--- config.mk ---
export PLATFORM = sky130hd
export DESIGN_NAME = dehaze_frame_ctrl
export DESIGN_NICKNAME = d
export VERILOG_FILES = /design/src/rtl/dehaze_frame_ctrl.sv
export SDC_FILE = /design/constraint.sdc
export NUM_CORES = 1
export LEC_CHECK = 0
export ABC_CLOCK_PERIOD_IN_PS = 2200
export CAP_MARGIN = 20
export CELL_PAD_IN_SITES_DETAIL_PLACEMENT = 1
export CELL_PAD_IN_SITES_GLOBAL_PLACEMENT = 1
export CORE_MARGIN = 3
export CORE_UTILIZATION = 33
export CTS_CLUSTER_DIAMETER = 30
export CTS_CLUSTER_SIZE = 10
export DETAILED_ROUTE_END_ITERATION = 10
export GPL_TIMING_DRIVEN = 0
export PLACE_DENSITY_LB_ADDON = 0.3
export SKIP_LAST_GASP = 1
export SLEW_MARGIN = 40
export SYNTH_ARGS = -nofsm -noshare
export SYNTH_HDL_FRONTEND = slang
export SYNTH_SLANG_ARGS = --single-unit
--- constraint.sdc ---
create_clock -name clk -period 2.2 [get_ports clk]
set_clock_uncertainty 0.05 [all_clocks]
set_input_delay 0.66 -clock clk [delete_from_list [all_inputs] [get_ports clk]]
set_output_delay 0.66 -clock clk [all_outputs]
set_load 0.005 [all_outputs]
--- src/rtl/dehaze_frame_ctrl.sv ---
// dehaze_frame_ctrl: two-pass raster reader, pass 1 feeds the ALE, pass 2 the TE.
// Ports: clk/rst, start/hold, mem_*, ale_*, atm_light, te_*, busy/done/err/pass.
module dehaze_frame_ctrl #(
  parameter int WIDTH   = 512,
  parameter int HEIGHT  = 512,
  parameter int TIMEOUT = 65535,
  parameter int ADDR_W  = 18
) (
  input  logic              clk,
  input  logic              rst,
  input  logic              start,
  input  logic              hold,
  output logic [ADDR_W-1:0] mem_addr,
  output logic              mem_rd_en,
  input  logic [23:0]       mem_rdata,
  output logic [23:0]       ale_pixel,
  output logic              ale_valid,
  input  logic [23:0]       ale_result,
  input  logic              ale_result_valid,
  output logic [23:0]       atm_light,
  output logic [23:0]       te_pixel,
  output logic              te_valid,
  output logic              te_sof,
  output logic              te_eol,
  output logic              te_eof,
  input  logic              te_trans_valid,
  output logic              busy,
  output logic              done,
  output logic              err,
  output logic [1:0]        pass
);

  localparam int N  = WIDTH * HEIGHT;
  localparam int CW = (WIDTH > 1) ? $clog2(WIDTH) : 1;
  localparam int RW = (HEIGHT > 1) ? $clog2(HEIGHT) : 1;
  localparam int NW = ADDR_W + 1;
  localparam int TW = $clog2(TIMEOUT + 1);

  localparam logic [ADDR_W-1:0] K_LAST = ADDR_W'(N - 1);
  localparam logic [NW-1:0]     N_CNT  = NW'(N);
  localparam logic [CW-1:0]     C_LAST = CW'(WIDTH - 1);
  localparam logic [RW-1:0]     R_LAST = RW'(HEIGHT - 1);
  localparam logic [TW-1:0]     T_LAST = TW'(TIMEOUT - 1);

  typedef enum logic [2:0] {
    S_IDLE,
    S_P1_READ,
    S_P1_WAIT,
    S_P2_READ,
    S_P2_DRAIN,
    S_DONE
  } state_e;

  state_e            state_q, state_d;
  logic [ADDR_W-1:0] k_q, k_d;
  logic [CW-1:0]     col_q, col_d;
  logic [RW-1:0]     row_q, row_d;
  logic [NW-1:0]     cnt_q, cnt_d;
  logic [TW-1:0]     tmo_q, tmo_d;
  logic              err_q, err_d;
  logic [23:0]       atm_q, atm_d;

  // Read-issue stage: position flags travel with the read.
  logic s1_vld_q, s1_p2_q;
  logic s1_sof_q, s1_eol_q, s1_eof_q;

  logic [23:0] ale_pix_q, te_pix_q;
  logic        ale_vld_q, te_vld_q;
  logic        te_sof_q, te_eol_q, te_eof_q;

  logic rd_state, issue, last_rd;
  logic p2_state, cnt_inc;
  logic at_sof, at_eol, at_eof;

  assign rd_state = (state_q == S_P1_READ)
                 || (state_q == S_P2_READ);
  assign issue    = rd_state && !hold;
  assign last_rd  = (k_q == K_LAST);
  assign p2_state = (state_q == S_P2_READ)
                 || (state_q == S_P2_DRAIN);
  assign cnt_inc  = te_trans_valid && p2_state
                 && (cnt_q != N_CNT);

  assign at_sof = (row_q == '0) && (col_q == '0);
  assign at_eol = (col_q == C_LAST);
  assign at_eof = (row_q == R_LAST) && at_eol;

  always_comb begin
    state_d = state_q;
    k_d     = k_q;
    col_d   = col_q;
    row_d   = row_q;
    cnt_d   = cnt_q;
    tmo_d   = '0;
    err_d   = err_q;
    atm_d   = atm_q;

    if (cnt_inc) cnt_d = cnt_q + 1'b1;

    // The index parks on N-1 after the final read.
    if (issue && !last_rd) begin
      k_d = k_q + 1'b1;
      if (at_eol) begin
        col_d = '0;
        row_d = row_q + 1'b1;
      end else begin
        col_d = col_q + 1'b1;
      end
    end

    unique case (state_q)
      S_IDLE: begin
        if (start) begin
          state_d = S_P1_READ;
          k_d     = '0;
          col_d   = '0;
          row_d   = '0;
          cnt_d   = '0;
          err_d   = 1'b0;
        end
      end
      S_P1_READ: begin
        if (issue && last_rd) state_d = S_P1_WAIT;
      end
      S_P1_WAIT: begin
        tmo_d = tmo_q + 1'b1;
        if (ale_result_valid) begin
          atm_d   = ale_result;
          k_d     = '0;
          col_d   = '0;
          row_d   = '0;
          state_d = S_P2_READ;
        end else if (tmo_q == T_LAST) begin
          err_d   = 1'b1;
          state_d = S_DONE;
        end
      end
      S_P2_READ: begin
        if (issue && last_rd) state_d = S_P2_DRAIN;
      end
      S_P2_DRAIN: begin
        tmo_d = tmo_q + 1'b1;
        // Look at the next count so done follows the last sample directly.
        if (cnt_d == N_CNT) begin
          state_d = S_DONE;
        end else if (tmo_q == T_LAST) begin
          err_d   = 1'b1;
          state_d = S_DONE;
        end
      end
      S_DONE: begin
        state_d = S_IDLE;
      end
      default: begin
        state_d = S_IDLE;
      end
    endcase
  end

  always_ff @(posedge clk) begin
    if (rst) begin
      state_q <= S_IDLE;
      k_q     <= '0;
      col_q   <= '0;
      row_q   <= '0;
      cnt_q   <= '0;
      tmo_q   <= '0;
      err_q   <= 1'b0;
      atm_q   <= '0;
    end else begin
      state_q <= state_d;
      k_q     <= k_d;
      col_q   <= col_d;
      row_q   <= row_d;
      cnt_q   <= cnt_d;
      tmo_q   <= tmo_d;
      err_q   <= err_d;
      atm_q   <= atm_d;
    end
  end

  always_ff @(posedge clk) begin
    if (rst) begin
      s1_vld_q  <= 1'b0;
      s1_p2_q   <= 1'b0;
      s1_sof_q  <= 1'b0;
      s1_eol_q  <= 1'b0;
      s1_eof_q  <= 1'b0;
      ale_pix_q <= '0;
      ale_vld_q <= 1'b0;
      te_pix_q  <= '0;
      te_vld_q  <= 1'b0;
      te_sof_q  <= 1'b0;
      te_eol_q  <= 1'b0;
      te_eof_q  <= 1'b0;
    end else begin
      s1_vld_q  <= issue;
      s1_p2_q   <= (state_q == S_P2_READ);
      s1_sof_q  <= at_sof;
      s1_eol_q  <= at_eol;
      s1_eof_q  <= at_eof;
      ale_vld_q <= s1_vld_q && !s1_p2_q;
      te_vld_q  <= s1_vld_q && s1_p2_q;
      te_sof_q  <= s1_vld_q && s1_p2_q && s1_sof_q;
      te_eol_q  <= s1_vld_q && s1_p2_q && s1_eol_q;
      te_eof_q  <= s1_vld_q && s1_p2_q && s1_eof_q;
      if (s1_vld_q && !s1_p2_q) ale_pix_q <= mem_rdata;
      if (s1_vld_q && s1_p2_q)  te_pix_q  <= mem_rdata;
    end
  end

  assign mem_addr  = k_q;
  assign mem_rd_en = issue;
  assign ale_pixel = ale_pix_q;
  assign ale_valid = ale_vld_q;
  assign atm_light = atm_q;
  assign te_pixel  = te_pix_q;
  assign te_valid  = te_vld_q;
  assign te_sof    = te_sof_q;
  assign te_eol    = te_eol_q;
  assign te_eof    = te_eof_q;
  assign busy      = (state_q != S_IDLE);
  assign done      = (state_q == S_DONE);
  assign err       = err_q;
  assign pass      = (state_q == S_P1_READ
                   || state_q == S_P1_WAIT)  ? 2'd1 :
                     p2_state                 ? 2'd2 :
                                                2'd0;

endmodule

* After elaboration in Yosys (flattened, before gate mapping) *
Cells that the tools add are included.

word-level totals
  flip-flop bits (word level) = 157
  bits in latches = 0
  bits in writable memories = 0
  ROM bits = 0
  input port bits = 54
  output and inout port bits = 101
  word-level logic and storage cells = 101
  memories = 0

cells by class
  add/subtract/negate cells = 5
  $mul = 0
  divide/modulo/power cells = 0
  $lt $le $gt $ge = 0
  equal/unequal tests = 16
  shift-type cells = 0
  mux-type cells = 31
  bitwise logic cells = 1
  reductions and logical operators = 28

operators with widths
  kind                   number
  $mux 9                 8
  $mux 19                3
  $mux 18                3
  $pmux 18 s2            1
  $pmux 9 s2             2
  $add 19x1->19 const B  1
  $eq 19x19->1 const B   1
  $ne 19x19->1 const B   1
  $add 18x1->18 const B  1
  $add 9x1->9 const B    2
  $eq 18x18->1 const B   1
  $eq 9x9->1 const B     2
  $logic_not 9->1        2
  $mux 3                 6
  $add 16x1->16 const B  1
  $eq 16x16->1 const B   1
  $pmux 3 s5             1
  $logic_and 1x1->1      12
  $eq 3x2->1 const B     2
  $eq 3x3->1 const B     2
  $ne 2x2->1 const B     3
  $reduce_bool 3->1      2
  $mux 1                 4
  $mux 2                 2
  11 further kinds       17

* Longest topological paths before layout *
  word-level depth = 8
  gate-level depth with buffers = 9
  depth with buffers taken out = 9

* Least setup slack after synthesis *
Ideal clock, no wire load.

  kind = reg2reg
  start = register state_q[0]
  end = register state_q[0]
  setup time = 0.120 ns
  arrival = 2.127 ns
  required time = 2.030 ns
  setup slack = -0.097 ns
  cell stages (with the launch flop) = 10
  path buffers = 2
  clock period less this slack = 2.297 ns
  cells stage by stage = dfxtp_1 -> buf_6 -> or3b_4 -> a21o_1 -> buf_6 -> nor2_4 -> mux2_2 -> nand3_1 -> and4bb_1 -> o31a_1

on the way
  cells in the longest elaborated chain, start to end = 8
  elaborated cells on any way between the ends = 21
  classes of those cells = 8 x eq/ne; 5 x mux; 8 x reduce/logical

ends and longest elaborated chain
  element                                   RTL line  source
  from (decl)                               54        state_e state_q, state_d;
  from (signal assigned)                    171       state_q <= state_d;
  $eq 3x2->1 or $eq 3x3->1 (tied branches)  -
  $logic_or 1x1->1                          80        || (state_q == S_P2_DRAIN);
  $logic_and 1x1->1                         81        assign cnt_inc = te_trans_valid && p2_state
  $logic_and 1x1->1                         82        && (cnt_q != N_CNT);
  $mux 19                                   98        if (cnt_inc) cnt_d = cnt_q + 1'b1;
  $eq 19x19->1                              144       if (cnt_d == N_CNT) begin
  $mux 3                                    144
  $pmux 3 s5                                111       unique case (state_q)

Several ways; a longest one is shown, not always the timed one.
A chain may end at the register's enable or synchronous reset.

* Final worst setup path *
Same ends and word-level chain as after synthesis.

==> out/results.ini <==
[outcome]
status=finished, violations left
violations=setup timing

[cts]
cts_sinks=157
cts_buffers=17
cts_tree=yes
postCtsHoldBufs=0
clk_path_buf_depth=2
clk_pin_slew_ps=60
cts-root-buf=clkbuf_16
clk_latency_ps=420
htree_levels=4

[route]
ant_nets=0
met1Wirelength_um=9140
vias=6267
avgViaCountPerCell=4.85
wl_met2_um=10200
top_layer_used=met4
drc=0
wl_um=20600
drt-initial-drc-count=259
wl_per_cell_um=15.9
firstDrtPassIters=4
wl_met3_um=887

[power]
powerDensity_nw_per_um2=628
total_power_w=0.00603
p_clk_share_pct=46.9
p_int_w=0.00461
ir_drop_mv=0.512
p_sw_w=0.00142
seqPwrFrac_pct=47.6
swShare_pct=23.6
p_comb_share_pct=5.5
p_leak_nw=3.30

[worst_setup_path]
worstSetupStartpointType=flip-flop
criticalPathCategory=flip-flop to flip-flop
critPathTopFamily=compound AO/OA/AOI/OAI gates
required_ps=2460
reg2reg_depth=8
r2r_slack_ps=-310
slowest_stage=or3b_4
cp.arrival_ps=2770
rr_startpoint=state_q[0]$_SDFFE_PP0P_
path_buf_inv=1
slowest_delay_ps=420
worstPathMaxFanout=5
crit_path_end_kind=flip-flop
rr_endpoint=state_q[0]$_SDFFE_PP0P_
crit_chain=or3b_4, buf_4, a21oi_4, o211ai_1, o21ai_0, a21boi_0, and4bb_2, o31a_1

[synth]
synth_top_area_share_pct=47.6
synth_fp_nets=873
synth-main-ff-cell=dfxtp_1
synth.avg_cell_area_um2=8.18
syn_inst=808
synthTopCellsByArea=dfxtp_1 48%, nand2_1 10%, a21oi_1 6.7%, nor2_1 4.7%, xor2_1 4.2%
synth-seq-cells=157
yosysUniqueCellTypes=52
synth_edf_count=0
yosysTopAreaCell=dfxtp_1
ys_seq_area_share_pct=47.6
async_reset_ff_share_pct=0
yosys_warnings=0
netlist_area_um2=6610

[floorplan]
dieArea_um2=21800
rows=51
pin_count=155
start_util_pct=33.7
die_h_um=148
die_w_um=148
core-area_um2=19600

[finish]
post-route-util_pct=49.0
area_delta_synth_final_pct=45.2
diodes=0
drive_above_1_share_pct=14.3
fin_area_um2=9590
nets=1080

[global_routing]
grt_pass1_vias=6326
grt_pass1_wl_um=32200
grt_max_degree=17
track_usage_pct=18.2
antenna_found_initial=0
overflow=0

[place]
dp_hpwl_um=14300
placed_cell_area_um2=8490
place.gp.congestion=0.785
portBuffers=154

[sta]
drv_slew=0
worst_slew_pin_slew_ps=557
layout_setup_ws_ps=-310
min_period_ps=2510
fmax_mhz=398
rsz0062_at_grt=yes
maxSlewHeadroom_pct=62.8
setup_viol=15
finalCritPeriodShare_pct=114
hold_viol_final=0

[worst_hold_path]
min_from=s1_sof_q$_SDFF_PP0_
min_to=te_sof$_SDFF_PP0_
min-delay-path-class=flip-flop to flip-flop
min_path_cells=1

[flow_run]
drv_cap=0

[power groups by stage]
stage,combinational [W],clock (W),sequential (W)
global route,0.000355,0.00302,0.00287
detailed placement,0.000279,0,0.00294
floorplan,0.0000927,0,0.00293
CTS,0.000288,0.00289,0.00287
finish,0.000329,0.00283,0.00287
global placement,0.000278,0,0.00293
[sequential cells by signal, indices dropped and copies added (netlist names)]
register   count
te_pixel      24
te_sof         1
te_valid       1
ale_valid      1
row_q          9
cnt_q         19
atm_light     24
s1_sof_q       1
s1_p2_q        1
mem_addr      18
tmo_q         16
col_q          9
ale_pixel     24
te_eof         1
state_q        3
s1_eof_q       1
s1_eol_q       1
s1_vld_q       1
te_eol         1
err            1
[cells by family after synthesis]
family	Yosys count	share of synthesized area, %
simple gates	390	27.1
flops	157	47.6
compound gates	124	10.7
xor+xnor	61	8.08
buf+inv	60	3.65
fa+ha+maj	11	2.08
mux	5	0.776
[layout by cell type, fill, tap and decap left out, types with 4 or more instances in the layout]
cell type	synthesis	routed
nor3_1	16	7
or3_4	0	4
xnor2_1	29	28
nand3_1	29	27
nor3_2	0	9
buf_4	0	32
clkdlybuf4s50_1	0	148
mux2i_1	4	4
a21oi_1	89	86
clkbuf_1	38	23
inv_6	0	6
xor2_1	32	32
nand2_1	180	176
and2_1	8	7
dfxtp_2	0	6
dfxtp_1	157	150
nand4_1	20	20
clkinvlp_4	0	4
nor2_1	83	80
and4_1	8	6
inv_1	16	13
o21ai_0	11	10
ha_1	11	10
buf_6	2	13
and3_1	8	8
clkbuf_16	0	17
clkbuf_2	0	6
or3_1	13	9
[metrics by stage]
step,hold WS (ps),cells,worst slack (ps),setup TNS (ps)
2_1_floorplan,356,808,-18.9,-18.9
3_3_place_gp,362,1227,-941,-62160
3_5_place_dp,365,1227,-922,-63710
4_1_cts,381,1272,-188,-1870
5_1_grt,402,1292,-389,-3730
6_report,378,1292,-310,-1380
[routing by layer]
layer	vias to the layer above	GRT usage, %
li1	3124	-
met1	2995	22.8
met2	127	31.0
met3	21	4.17
met4	0	6.01
met5	-	0
[cell type report]
class | count | area [um2]
Fill cell | 2325 | 10000
Tap cell | 265 | 332
Timing Repair Buffer | 195 | 1870
Clock buffer | 17 | 425
Clock inverter | 14 | 135
Buffer | 37 | 190
Inverter | 16 | 67.6
Sequential cell | 157 | 3150
Multi-Input combinational cell | 591 | 3420
[what timing repair did]
| item | in CTS | in global routing |
|---|---|---|
| resized for setup | 45 | 74 |
| gates cloned | 0 | 0 |
| setup endpoints to repair | 77 | 64 |
| pin swaps | 11 | 27 |
| setup buffers | 18 | 23 |
[worst max path at each step]
stage / startpoint / endpoint / slack [ps] / cells after the start
finish: state_q[0]$_SDFFE_PP0P_ / state_q[0]$_SDFFE_PP0P_ / -310 / 8
detailed placement: ale_result_valid / mem_addr[2]$_SDFF_PP0_ / -920 / 6
global placement: ale_result_valid / mem_addr[1]$_SDFF_PP0_ / -940 / 6
CTS: state_q[0]$_SDFFE_PP0P_ / state_q[0]$_SDFFE_PP0P_ / -190 / 9
floorplan: state_q[0]$_SDFFE_PP0P_ / state_q[0]$_SDFFE_PP0P_ / -20 / 9
global route: state_q[2]$_SDFFE_PP0P_ / state_q[0]$_SDFFE_PP0P_ / -390 / 9
[Yosys cell counts, drive strengths merged, types with 3 or more instances]
cell / instances
xnor2: 29
nor4: 6
nand2: 180
and2: 8
a21oi: 90
o31a: 3
ha: 11
o211ai: 3
nand3: 29
mux2i: 4
nor2: 84
and3: 8
dfxtp: 157
xor2: 32
buf: 6
nand2b: 3
nor3: 16
clkbuf: 38
inv: 16
nor2b: 3
and4: 8
nand4: 20
o21ai: 11
nor4b: 3
or3: 13
No activity file was read; power rests on OpenSTA's default activity.
